File: config.mk
export PLATFORM = sky130hd
export DESIGN_NAME = cla_pipe_adder
export DESIGN_NICKNAME = d
export VERILOG_FILES = /design/src/rtl/cla_pkg.sv /design/src/rtl/cla_pipe_adder_lcu4.sv /design/src/rtl/cla_pipe_adder.sv
export SDC_FILE = /design/constraint.sdc
export NUM_CORES = 1
export LEC_CHECK = 0
export ABC_AREA = 1
export CORE_UTILIZATION = 49
export DETAILED_ROUTE_END_ITERATION = 12
export PLACE_DENSITY = 0.73
export SKIP_LAST_GASP = 1
export SLEW_MARGIN = 20
export SYNTH_ARGS = -nofsm -noshare
export SYNTH_HDL_FRONTEND = slang
export SYNTH_SLANG_ARGS = --single-unit
File: constraint.sdc
create_clock -name clk -period 3.3 [get_ports clk]
set_clock_uncertainty 0.15 [all_clocks]
set_input_delay 0.33 -clock clk [delete_from_list [all_inputs] [get_ports clk]]
set_output_delay 0.33 -clock clk [all_outputs]
set_load 0.03 [all_outputs]
File: src/rtl/cla_pkg.sv
// Shared constants, group-count helper and stage-1 register layout for the
// pipelined carry-lookahead adder.
package cla_pkg;

  localparam int GRP_W     = 4;
  localparam int MAX_WIDTH = 16;
  localparam int MAX_GRP   = MAX_WIDTH / GRP_W;

  // Number of 4-bit lookahead groups needed to cover an operand width.
  function automatic int grp_count(input int width);
    return width / GRP_W;
  endfunction

  // Everything stage 2 needs to finish the add: bit and group propagate /
  // generate terms, the effective carry-in, and the operand sign bits used
  // for signed overflow. Sized for the widest build; narrower builds leave
  // the upper bits at zero.
  typedef struct packed {
    logic [MAX_WIDTH-1:0] p;
    logic [MAX_WIDTH-1:0] g;
    logic [MAX_GRP-1:0]   gp;
    logic [MAX_GRP-1:0]   gg;
    logic                 cin;
    logic                 a_msb;
    logic                 bb_msb;
  } stage1_t;

endpackage

File: src/rtl/cla_pipe_adder_lcu4.sv
// 4-bit lookahead carry unit: bit carries from a carry-in plus group
// propagate / generate for the next lookahead level.
module lcu4
  import cla_pkg::*;
(
  input  logic             c_in,
  input  logic [GRP_W-1:0] P,
  input  logic [GRP_W-1:0] G,
  output logic [GRP_W:1]   carry,
  output logic             P_out,
  output logic             G_out
);

  // Unrolled lookahead recurrence; flattens to sum-of-products logic.
  always_comb begin
    logic c_acc_s;
    logic g_acc_s;
    carry   = '0;
    c_acc_s = c_in;
    g_acc_s = 1'b0;
    for (int i = 0; i < GRP_W; i++) begin
      c_acc_s      = G[i] | (P[i] & c_acc_s);
      g_acc_s      = G[i] | (P[i] & g_acc_s);
      carry[i + 1] = c_acc_s;
    end
    P_out = &P;
    G_out = g_acc_s;
  end

endmodule

File: src/rtl/cla_pipe_adder.sv
// Two-stage pipelined carry-lookahead adder/subtractor with valid/ready
// handshakes on both sides and carry / overflow / zero flags.
// Stage 1 registers bit and group P/G; stage 2 resolves carries through a
// top-level lookahead unit and registers the result.
module cla_pipe_adder
  import cla_pkg::*;
#(
  parameter int WIDTH = 16
) (
  input  logic             clk,
  input  logic             rst_n,
  input  logic             in_valid,
  output logic             in_ready,
  input  logic [WIDTH-1:0] a,
  input  logic [WIDTH-1:0] b,
  input  logic             sub,
  input  logic             c_in,
  output logic             out_valid,
  input  logic             out_ready,
  output logic [WIDTH-1:0] sum,
  output logic             c_out,
  output logic             ovf,
  output logic             zero
);

  localparam int NGRP = grp_count(WIDTH);

  // Operand preparation and per-bit terms
  logic [WIDTH-1:0] bb_s;
  logic [WIDTH-1:0] p_s;
  logic [WIDTH-1:0] g_s;
  logic             cin0_s;
  logic [NGRP-1:0]  gp_s;
  logic [NGRP-1:0]  gg_s;
  logic [GRP_W:1]   s1_carry_unused_s [NGRP];

  // Pipeline state
  stage1_t          s1_d, s1_q;
  logic             v1_d, v1_q;
  logic             v2_d, v2_q;
  logic             adv1_s, adv2_s;

  // Stage-2 carry resolution
  logic [MAX_GRP-1:0] top_gp_s;
  logic [MAX_GRP-1:0] top_gg_s;
  logic [GRP_W:1]     top_carry_s;
  logic               top_p_unused_s, top_g_unused_s, top_cout_unused_s;
  logic [NGRP-1:0]    grp_cin_s;
  logic [GRP_W:1]     s2_carry_s [NGRP];
  logic [NGRP-1:0]    s2_p_unused_s, s2_g_unused_s;
  logic [WIDTH:0]     c_s;
  logic [WIDTH-1:0]   sum_s;
  logic               ovf_s;

  // Output register
  logic [WIDTH-1:0] sum_d, sum_q;
  logic             c_out_d, c_out_q;
  logic             ovf_d, ovf_q;
  logic             zero_d, zero_q;

  // Subtract is A + ~B + 1; add uses the external carry-in.
  always_comb begin
    bb_s   = b;
    cin0_s = c_in;
    if (sub) begin
      bb_s   = ~b;
      cin0_s = 1'b1;
    end else begin
      bb_s   = b;
      cin0_s = c_in;
    end
    p_s = a ^ bb_s;
    g_s = a & bb_s;
  end

  // First-level lookahead: group propagate / generate from each nibble.
  for (genvar k = 0; k < NGRP; k++) begin : g_s1_grp
    lcu4 u_s1_lcu4 (
      .c_in  (1'b0),
      .P     (p_s[k*GRP_W +: GRP_W]),
      .G     (g_s[k*GRP_W +: GRP_W]),
      .carry (s1_carry_unused_s[k]),
      .P_out (gp_s[k]),
      .G_out (gg_s[k])
    );
  end

  // Handshake: stage 2 moves when it is empty or being drained; stage 1
  // accepts when it is empty or handing its beat to stage 2.
  always_comb begin
    adv2_s   = v1_q & (~v2_q | out_ready);
    in_ready = ~v1_q | adv2_s;
    adv1_s   = in_valid & in_ready;
  end

  // Stage-1 next state: capture a new beat or hold the current one.
  always_comb begin
    s1_d = s1_q;
    v1_d = v1_q;
    if (adv1_s) begin
      s1_d                   = '0;
      s1_d.p[WIDTH-1:0]      = p_s;
      s1_d.g[WIDTH-1:0]      = g_s;
      s1_d.gp[NGRP-1:0]      = gp_s;
      s1_d.gg[NGRP-1:0]      = gg_s;
      s1_d.cin               = cin0_s;
      s1_d.a_msb             = a[WIDTH-1];
      s1_d.bb_msb            = bb_s[WIDTH-1];
      v1_d                   = 1'b1;
    end else if (adv2_s) begin
      v1_d = 1'b0;
    end else begin
      v1_d = v1_q;
    end
  end

  // Top-level lookahead input; lanes beyond NGRP are tied to P=0, G=0.
  always_comb begin
    top_gp_s               = '0;
    top_gg_s               = '0;
    top_gp_s[NGRP-1:0]     = s1_q.gp[NGRP-1:0];
    top_gg_s[NGRP-1:0]     = s1_q.gg[NGRP-1:0];
  end

  lcu4 u_top_lcu4 (
    .c_in  (s1_q.cin),
    .P     (top_gp_s),
    .G     (top_gg_s),
    .carry (top_carry_s),
    .P_out (top_p_unused_s),
    .G_out (top_g_unused_s)
  );

  // The overall carry-out is taken from the last group's bit carries instead.
  assign top_cout_unused_s = top_carry_s[GRP_W];

  // Group carry-ins: C_0 is the effective carry-in, the rest come from the top unit.
  always_comb begin
    grp_cin_s    = '0;
    grp_cin_s[0] = s1_q.cin;
    for (int k = 1; k < NGRP; k++) begin
      grp_cin_s[k] = top_carry_s[k];
    end
  end

  // Second-level lookahead: bit carries inside each group.
  for (genvar k = 0; k < NGRP; k++) begin : g_s2_grp
    lcu4 u_s2_lcu4 (
      .c_in  (grp_cin_s[k]),
      .P     (s1_q.p[k*GRP_W +: GRP_W]),
      .G     (s1_q.g[k*GRP_W +: GRP_W]),
      .carry (s2_carry_s[k]),
      .P_out (s2_p_unused_s[k]),
      .G_out (s2_g_unused_s[k])
    );
  end

  // Gather bit carries, form the sum and signed overflow.
  always_comb begin
    c_s    = '0;
    c_s[0] = s1_q.cin;
    for (int k = 0; k < NGRP; k++) begin
      for (int j = 1; j <= GRP_W; j++) begin
        c_s[k*GRP_W + j] = s2_carry_s[k][j];
      end
    end
    sum_s = s1_q.p[WIDTH-1:0] ^ c_s[WIDTH-1:0];
    ovf_s = (s1_q.a_msb ~^ s1_q.bb_msb) & (sum_s[WIDTH-1] ^ s1_q.a_msb);
  end

  // Output register next state: load on advance, otherwise hold for backpressure.
  always_comb begin
    sum_d   = sum_q;
    c_out_d = c_out_q;
    ovf_d   = ovf_q;
    zero_d  = zero_q;
    v2_d    = v2_q;
    if (adv2_s) begin
      sum_d   = sum_s;
      c_out_d = c_s[WIDTH];
      ovf_d   = ovf_s;
      zero_d  = ~|sum_s;
      v2_d    = 1'b1;
    end else if (out_ready) begin
      v2_d = 1'b0;
    end else begin
      v2_d = v2_q;
    end
  end

  // Pipeline and output registers with synchronous active-low reset.
  always_ff @(posedge clk) begin
    if (!rst_n) begin
      s1_q    <= '0;
      v1_q    <= 1'b0;
      v2_q    <= 1'b0;
      sum_q   <= '0;
      c_out_q <= 1'b0;
      ovf_q   <= 1'b0;
      zero_q  <= 1'b0;
    end else begin
      s1_q    <= s1_d;
      v1_q    <= v1_d;
      v2_q    <= v2_d;
      sum_q   <= sum_d;
      c_out_q <= c_out_d;
      ovf_q   <= ovf_d;
      zero_q  <= zero_d;
    end
  end

  assign out_valid = v2_q;
  assign sum       = sum_q;
  assign c_out     = c_out_q;
  assign ovf       = ovf_q;
  assign zero      = zero_q;

endmodule

==> metrics.yaml, run 1 <==
min_period_over_period_pct: 83.0
overflow: 0
async_flop_share_pct: 0
coreArea_sq_um: 5890
drtIter0Drc: 115
hp-class: "reg -> reg"
die_y_microns: 80.1
fin_setup_tns_ns: 0
r2r_cells: 12
drv_slew: 0
root_buffer: "clkbuf_8"
crit_fanout: 3
grt_max_degree: 46
cp.arrival_ns: 2.86
start_util_pct: 50.7
post_cts_resized: 0
nNetsFinal: 491
hold_viol: 0
dp_slack_ns: 0.567
wl_per_cell_microns: 12.6
vias: 2587
chipWidth_microns: 80.1
crit_path_end_kind: "flip-flop"
critPathLaunchType: "flip-flop"
grt_setup_unrepaired: "false"
r2r_start: "c_s[0]$_SDFFE_PN0P_"
slowest_delay_ns: 0.33
grtUsageTotal_pct: 22.2
yosysMostFrequentCell: "nor2_1"
crit_chain: "ha_1 -> or2_2 -> ha_1 -> or2_2 -> ha_1 -> or2_2 -> ha_1 -> nor2_1 -> nand3_1 -> nor2_1 -> nand3_1 -> a21oi_1"
yosysWarnings: 0
clk_path_buf_depth: 2
fin_util_pct: 64.6
dieArea_sq_um: 6410
power.density_nw_per_um2: 535
routabilityCongestion: 0.778
rows: 28
drc_errors: 0
synth_ff_type: "dfxtp_1"
clock_latency_ns: 0.34
critPathMostFrequentCell: "ha_1"
drive_gt1_share_pct: 7.23
ys_seq_area_share_pct: 41.6
grt_pass1_vias: 2399
yosys-top-cells-count: "nor2_1 (79), dfxtp_1 (62), o21ai_0 (46)"
power_w: 0.00203
yosys.area.top_type: "dfxtp_1"
outcome: "finished, final reports clean"
cts_buffers: 9
syn_area_per_cell_sq_um: 8.05
ir_drop_v: 0.000298
synth_cell_types: 27
holdPathStages: 2
syn-num-nets: 438
reg2reg_to: "zero$_SDFFE_PN0P_"
period_minus_slack_ns: 2.74
cts_htree_levels: 3
tritoncts: "built"
antenna_left: 0
io_buffers: 58
max_freq_mhz: 365
path_class: "reg -> reg"
tightest_slew_ns: 0.792
antenna_found_initial: 0
routed_wl_mm: 6.34
diodes: 0
p_leak_nw: 1.68
worstHoldEndpoint: "s1_q[23]$_SDFFE_PN0P_"
drv_cap: 0
ioPinCount: 59
hold_buffers: 0
clkSlewWorstSetupHoldPaths_ns: 0.08
synth-edff-count: 0
synth.area.top_cells: "dfxtp_1 (42%), ha_1 (12%), nor2_1 (9.9%)"
ff2ff_setup_slack_ns: 0.56
post_cts_buffers: 0
hold_ws_ns: 0.318
finalSetupViolations: 0
slowest_stage: "dfxtp_1"
synth_top_area_share_pct: 41.6
viasPerCell: 5.13
clock_sinks: 62
relSlewSlack_pct: 47.1
min-delay-start: "s1_q[23]$_SDFFE_PN0P_"
drtPass1Iterations: 4
synth_cells: 371
worst_slack_ns: 0.562
syn2layout_area_growth_pct: 27.2
ys_seq_elements: 62
grt_pass1_wl_mm: 10.8
required_ns: 3.42
dp_hpwl_mm: 4.50
synthesis.area_sq_um: 2990
==> flip-flops by register name (all words and copies together), names as in the netlist <==
register   cells
top_gp_s       3
top_gg_s       3
v1_q           1
sum           16
ovf            1
c_s            1
s1_q          34
c_out          1
out_valid      1
zero           1
==> worst max-delay path, delay by kind of cell, from the launching register on <==
kind	cells	cell delay, ns
AO/OA/AOI/OAI	1	0.12
adder cells (fa/ha/maj)	4	0.83
flip-flops	1	0.33
AND/OR/NAND/NOR	7	1.24
==> metrics by stage <==
step | instances | area [sq um]
detailed placement | 488 | 3550
CTS | 504 | 3800
global route | 504 | 3800
floorplan | 371 | 2990
finish | 504 | 3800
global placement | 488 | 3550
==> final cells by class <==
cell class / count / area [sq um]
Multi-Input combinational cell: 274 / 1560
Timing Repair Buffer: 60 / 596
Clock buffer: 9 / 124
Fill cell: 526 / 2090
Sequential cell: 62 / 1240
Inverter: 17 / 66.3
Tap cell: 75 / 93.8
Clock inverter: 7 / 121
==> logic make-up after synthesis <==
kind of cell             Yosys count  share of synthesized area (%)
flip-flops                        62                           41.6
buffers and inverters             35                           6.28
AND/OR/NAND/NOR                  148                           20.9
AO/OA/AOI/OAI                     81                           14.4
adder cells (fa/ha/maj)           29                           12.1
XOR/XNOR                          16                           4.69
==> where the power goes <==
group | internal, W | total [W] | switching [W]
logic | 0.000173 | 0.000383 | 0.000210
registers | 0.000805 | 0.000837 | 0.0000324
clock network | 0.000504 | 0.000813 | 0.000310
total | 0.00148 | 0.00203 | 0.000552
==> routing by layer <==
layer	global-route usage [%]	vias up	part of all wire, %
met1	29.2	1181	49
met5	0	-	0
met2	35.7	63	45
li1	-	1335	-
met4	8.04	0	1.2
met3	4.77	8	4.4
==> placed cells by master, fill, tap and decap left out, types with 3 or more instances in the layout <==
cell type,n
clkbuf_8,9
a21oi_1,21
nand3_1,15
a21o_1,3
inv_1,16
clkinvlp_4,3
a31oi_1,6
nor2_1,79
or2_2,9
bufinv_16,3
clkdlybuf4s50_1,58
o21ai_0,46
ha_1,29
dfxtp_1,62
nand2_1,37
xor2_1,16
==> how the worst max path moves through the flow <==
stage	slack, ns	depth (start not counted)	from	endpoint
2_1_floorplan	0.78	17	top_gp_s[0]$_SDFFE_PN0P_	zero$_SDFFE_PN0P_
3_3_place_gp	0.65	17	c_s[0]$_SDFFE_PN0P_	zero$_SDFFE_PN0P_
3_5_place_dp	0.57	12	c_s[0]$_SDFFE_PN0P_	zero$_SDFFE_PN0P_
4_1_cts	0.55	12	s1_q[27]$_SDFFE_PN0P_	zero$_SDFFE_PN0P_
5_1_grt	0.38	12	c_s[0]$_SDFFE_PN0P_	zero$_SDFFE_PN0P_
6_report	0.56	12	c_s[0]$_SDFFE_PN0P_	zero$_SDFFE_PN0P_
Note: power is estimated with default switching activity, not from simulation.
==> run 2, diff against run 1 <==
--- a/config.mk
+++ b/config.mk
@@ -6,9 +6,9 @@
 export NUM_CORES = 1
 export LEC_CHECK = 0
 export ABC_AREA = 1
-export CORE_UTILIZATION = 49
+export CORE_UTILIZATION = 46
 export DETAILED_ROUTE_END_ITERATION = 12
-export PLACE_DENSITY = 0.73
+export PLACE_DENSITY = 0.72
 export SKIP_LAST_GASP = 1
 export SLEW_MARGIN = 20
 export SYNTH_ARGS = -nofsm -noshare
==> constraint.sdc (replaced) <==
create_clock -name clk -period 2.45 [get_ports clk]
set_clock_uncertainty 0.15 [all_clocks]
set_input_delay 0.245 -clock clk [delete_from_list [all_inputs] [get_ports clk]]
set_output_delay 0.245 -clock clk [all_outputs]
set_load 0.03 [all_outputs]
==> metrics.yaml, run 2 (same netlist as run 1, synthesis figures left out) <==
antenna_found_initial: 0  # unchanged
ir_drop_v: 0.000387  # +30%
fillers: 554  # +5.3%
drtIter0Drc: 150  # +30%
fin_setup_tns_ns: -0.176  # -0.176 ns
max_freq_mhz: 392  # +7.2%
coreArea_sq_um: 6100  # +3.6%
top_layer: "met4"
rows: 28  # unchanged
die_y_microns: 82.6  # +3.1%
cts_htree_levels: 3  # unchanged
wl_met2_mm: 3.08  # +7.0%
clk_path_buf_depth: 2  # unchanged
dieArea_sq_um: 6820  # +6.4%
worst_slack_ns: -0.104  # -0.665 ns
outcome: "complete, but fails checks"
dp_slack_ns: -0.150  # -0.717 ns
wl_per_cell_microns: 13.0  # +3.5%
viasPerCell: 5.14  # about the same
drc_errors: 0  # unchanged
mostFrequentLayoutCell: "nor2_1"
drv_cap: 0  # unchanged
diodes: 0  # unchanged
path_class: "reg -> reg"
largest_reg_flops: 34  # unchanged
overflow: 0  # unchanged
routed_wl_mm: 6.68  # +5.3%
period_minus_slack_ns: 2.55  # -0.185 ns
crit_fanout: 2  # -1
hold_buffers: 0  # unchanged
tritoncts: "built"
power.density_nw_per_um2: 662  # +24%
clock_latency_ns: 0.34  # about the same
min_period_over_period_pct: 104  # +21 points
failed_checks: "negative setup slack"
mostFrequentLayoutCells: "nor2_1 (76), dfxtp_1 (59), clkdlybuf4s50_1 (58)"
chipWidth_microns: 82.6  # +3.1%
grtUsageTotal_pct: 22.0  # -0.24 points
grt_pass1_vias: 2411  # +0.50%
ioPinCount: 59  # unchanged
hold_viol: 0  # unchanged
drt-met1-wl_mm: 3.18  # +2.7%
hp-class: "reg -> reg"
antenna_left: 0  # unchanged
dp_hpwl_mm: 4.76  # +5.8%
top_register: "s1_q"
io_buffers: 58  # unchanged
hold_ws_ns: 0.315  # -0.00347 ns
grt_max_degree: 38  # -17%
dr_wl_met3_microns: 318  # +15%
critPathLaunchType: "flip-flop"
fin_util_pct: 64.8  # +0.28 points
drtPass1Iterations: 4  # unchanged
root_buffer: "clkbuf_8"
drv_slew: 0  # unchanged
nNetsFinal: 500  # +1.8%
relSlewSlack_pct: 62.1  # +15 points
cp.arrival_ns: 2.67  # -0.19 ns
syn2layout_area_growth_pct: 32.3
drive_gt1_share_pct: 13.7  # +6.5 points
clock_sinks: 62  # unchanged
routabilityCongestion: 0.827  # +6.4%
tightest_slew_ns: 0.567  # -0.225 ns
finalSetupViolations: 3  # +3
crit_path_end_kind: "flip-flop"
clkSlewWorstSetupHoldPaths_ns: 0.06  # -0.02 ns
p_leak_nw: 1.71  # +1.5%
start_util_pct: 49.0  # -1.7 points
cts_buffers: 9  # unchanged
grt_setup_unrepaired: "true"
grt_pass1_wl_mm: 11.1  # +3.1%
required_ns: 2.57  # -0.85 ns
vias: 2635  # +1.9%
run 2: critical path: stages, from the launching register on:
cell and delay [ns]:
dfxtp_2 0.33, ha_1 0.18, or2_2 0.27, ha_1 0.17, or2_2 0.28, ha_2 0.17
or2_4 0.23, ha_4 0.25, nor2_4 0.07, nand3_1 0.07, nor2_1 0.11, nand3_1 0.08
a21oi_1 0.12
run 2: per-layer routing:
metal | vias up | GRT usage (%)
li1 | 1352 | -
met1 | 1200 | 28.0
met2 | 75 | 35.5
met3 | 8 | 5.05
met4 | 0 | 9.31
met5 | - | 0
run 2: where the power goes:
part	switching (W)	internal (W)	total [W]
logic	0.000301	0.000280	0.000581
clock network	0.000381	0.000520	0.000901
registers	0.0000492	0.00109	0.00113
run 2: what timing repair did:
action / in CTS / in global routing
setup buffers: 2 / 0
pin swaps: 11 / 10
cloned: 0 / 0
endpoints found under the setup margin: 3 / 8
gates resized for setup: 14 / 13
run 2: stage by stage:
step                cell area [sq um]  power, W  cells
global route                     3950   0.00275    513
finish                           3950   0.00262    513
floorplan                        3030   0.00149    371
CTS                              3920   0.00261    513
detailed placement               3660   0.00169    495
global placement                 3660   0.00168    495
run 2: area by class of cell:
class	instances	area, sq um	share of cell area (%)
Clock buffer	12	155	3.93
Clock inverter	4	45.0	1.14
Inverter	17	66.3	1.68
Multi-Input combinational cell	274	1670	42.2
Sequential cell	62	1240	31.5
Tap cell	75	93.8	2.37
Timing Repair Buffer	69	679	17.2
run 2: worst paths after layout:
path                                            start                     to  slack (ns)  cells after the start
worst min-delay path            s1_q[23]$_SDFFE_PN0P_  s1_q[23]$_SDFFE_PN0P_        0.31                      2
worst max-delay path            s1_q[27]$_SDFFE_PN0P_      zero$_SDFFE_PN0P_       -0.10                     12
worst max register to register  s1_q[27]$_SDFFE_PN0P_      zero$_SDFFE_PN0P_       -0.10                     12
worst min register to register  s1_q[23]$_SDFFE_PN0P_  s1_q[23]$_SDFFE_PN0P_        0.31                      2
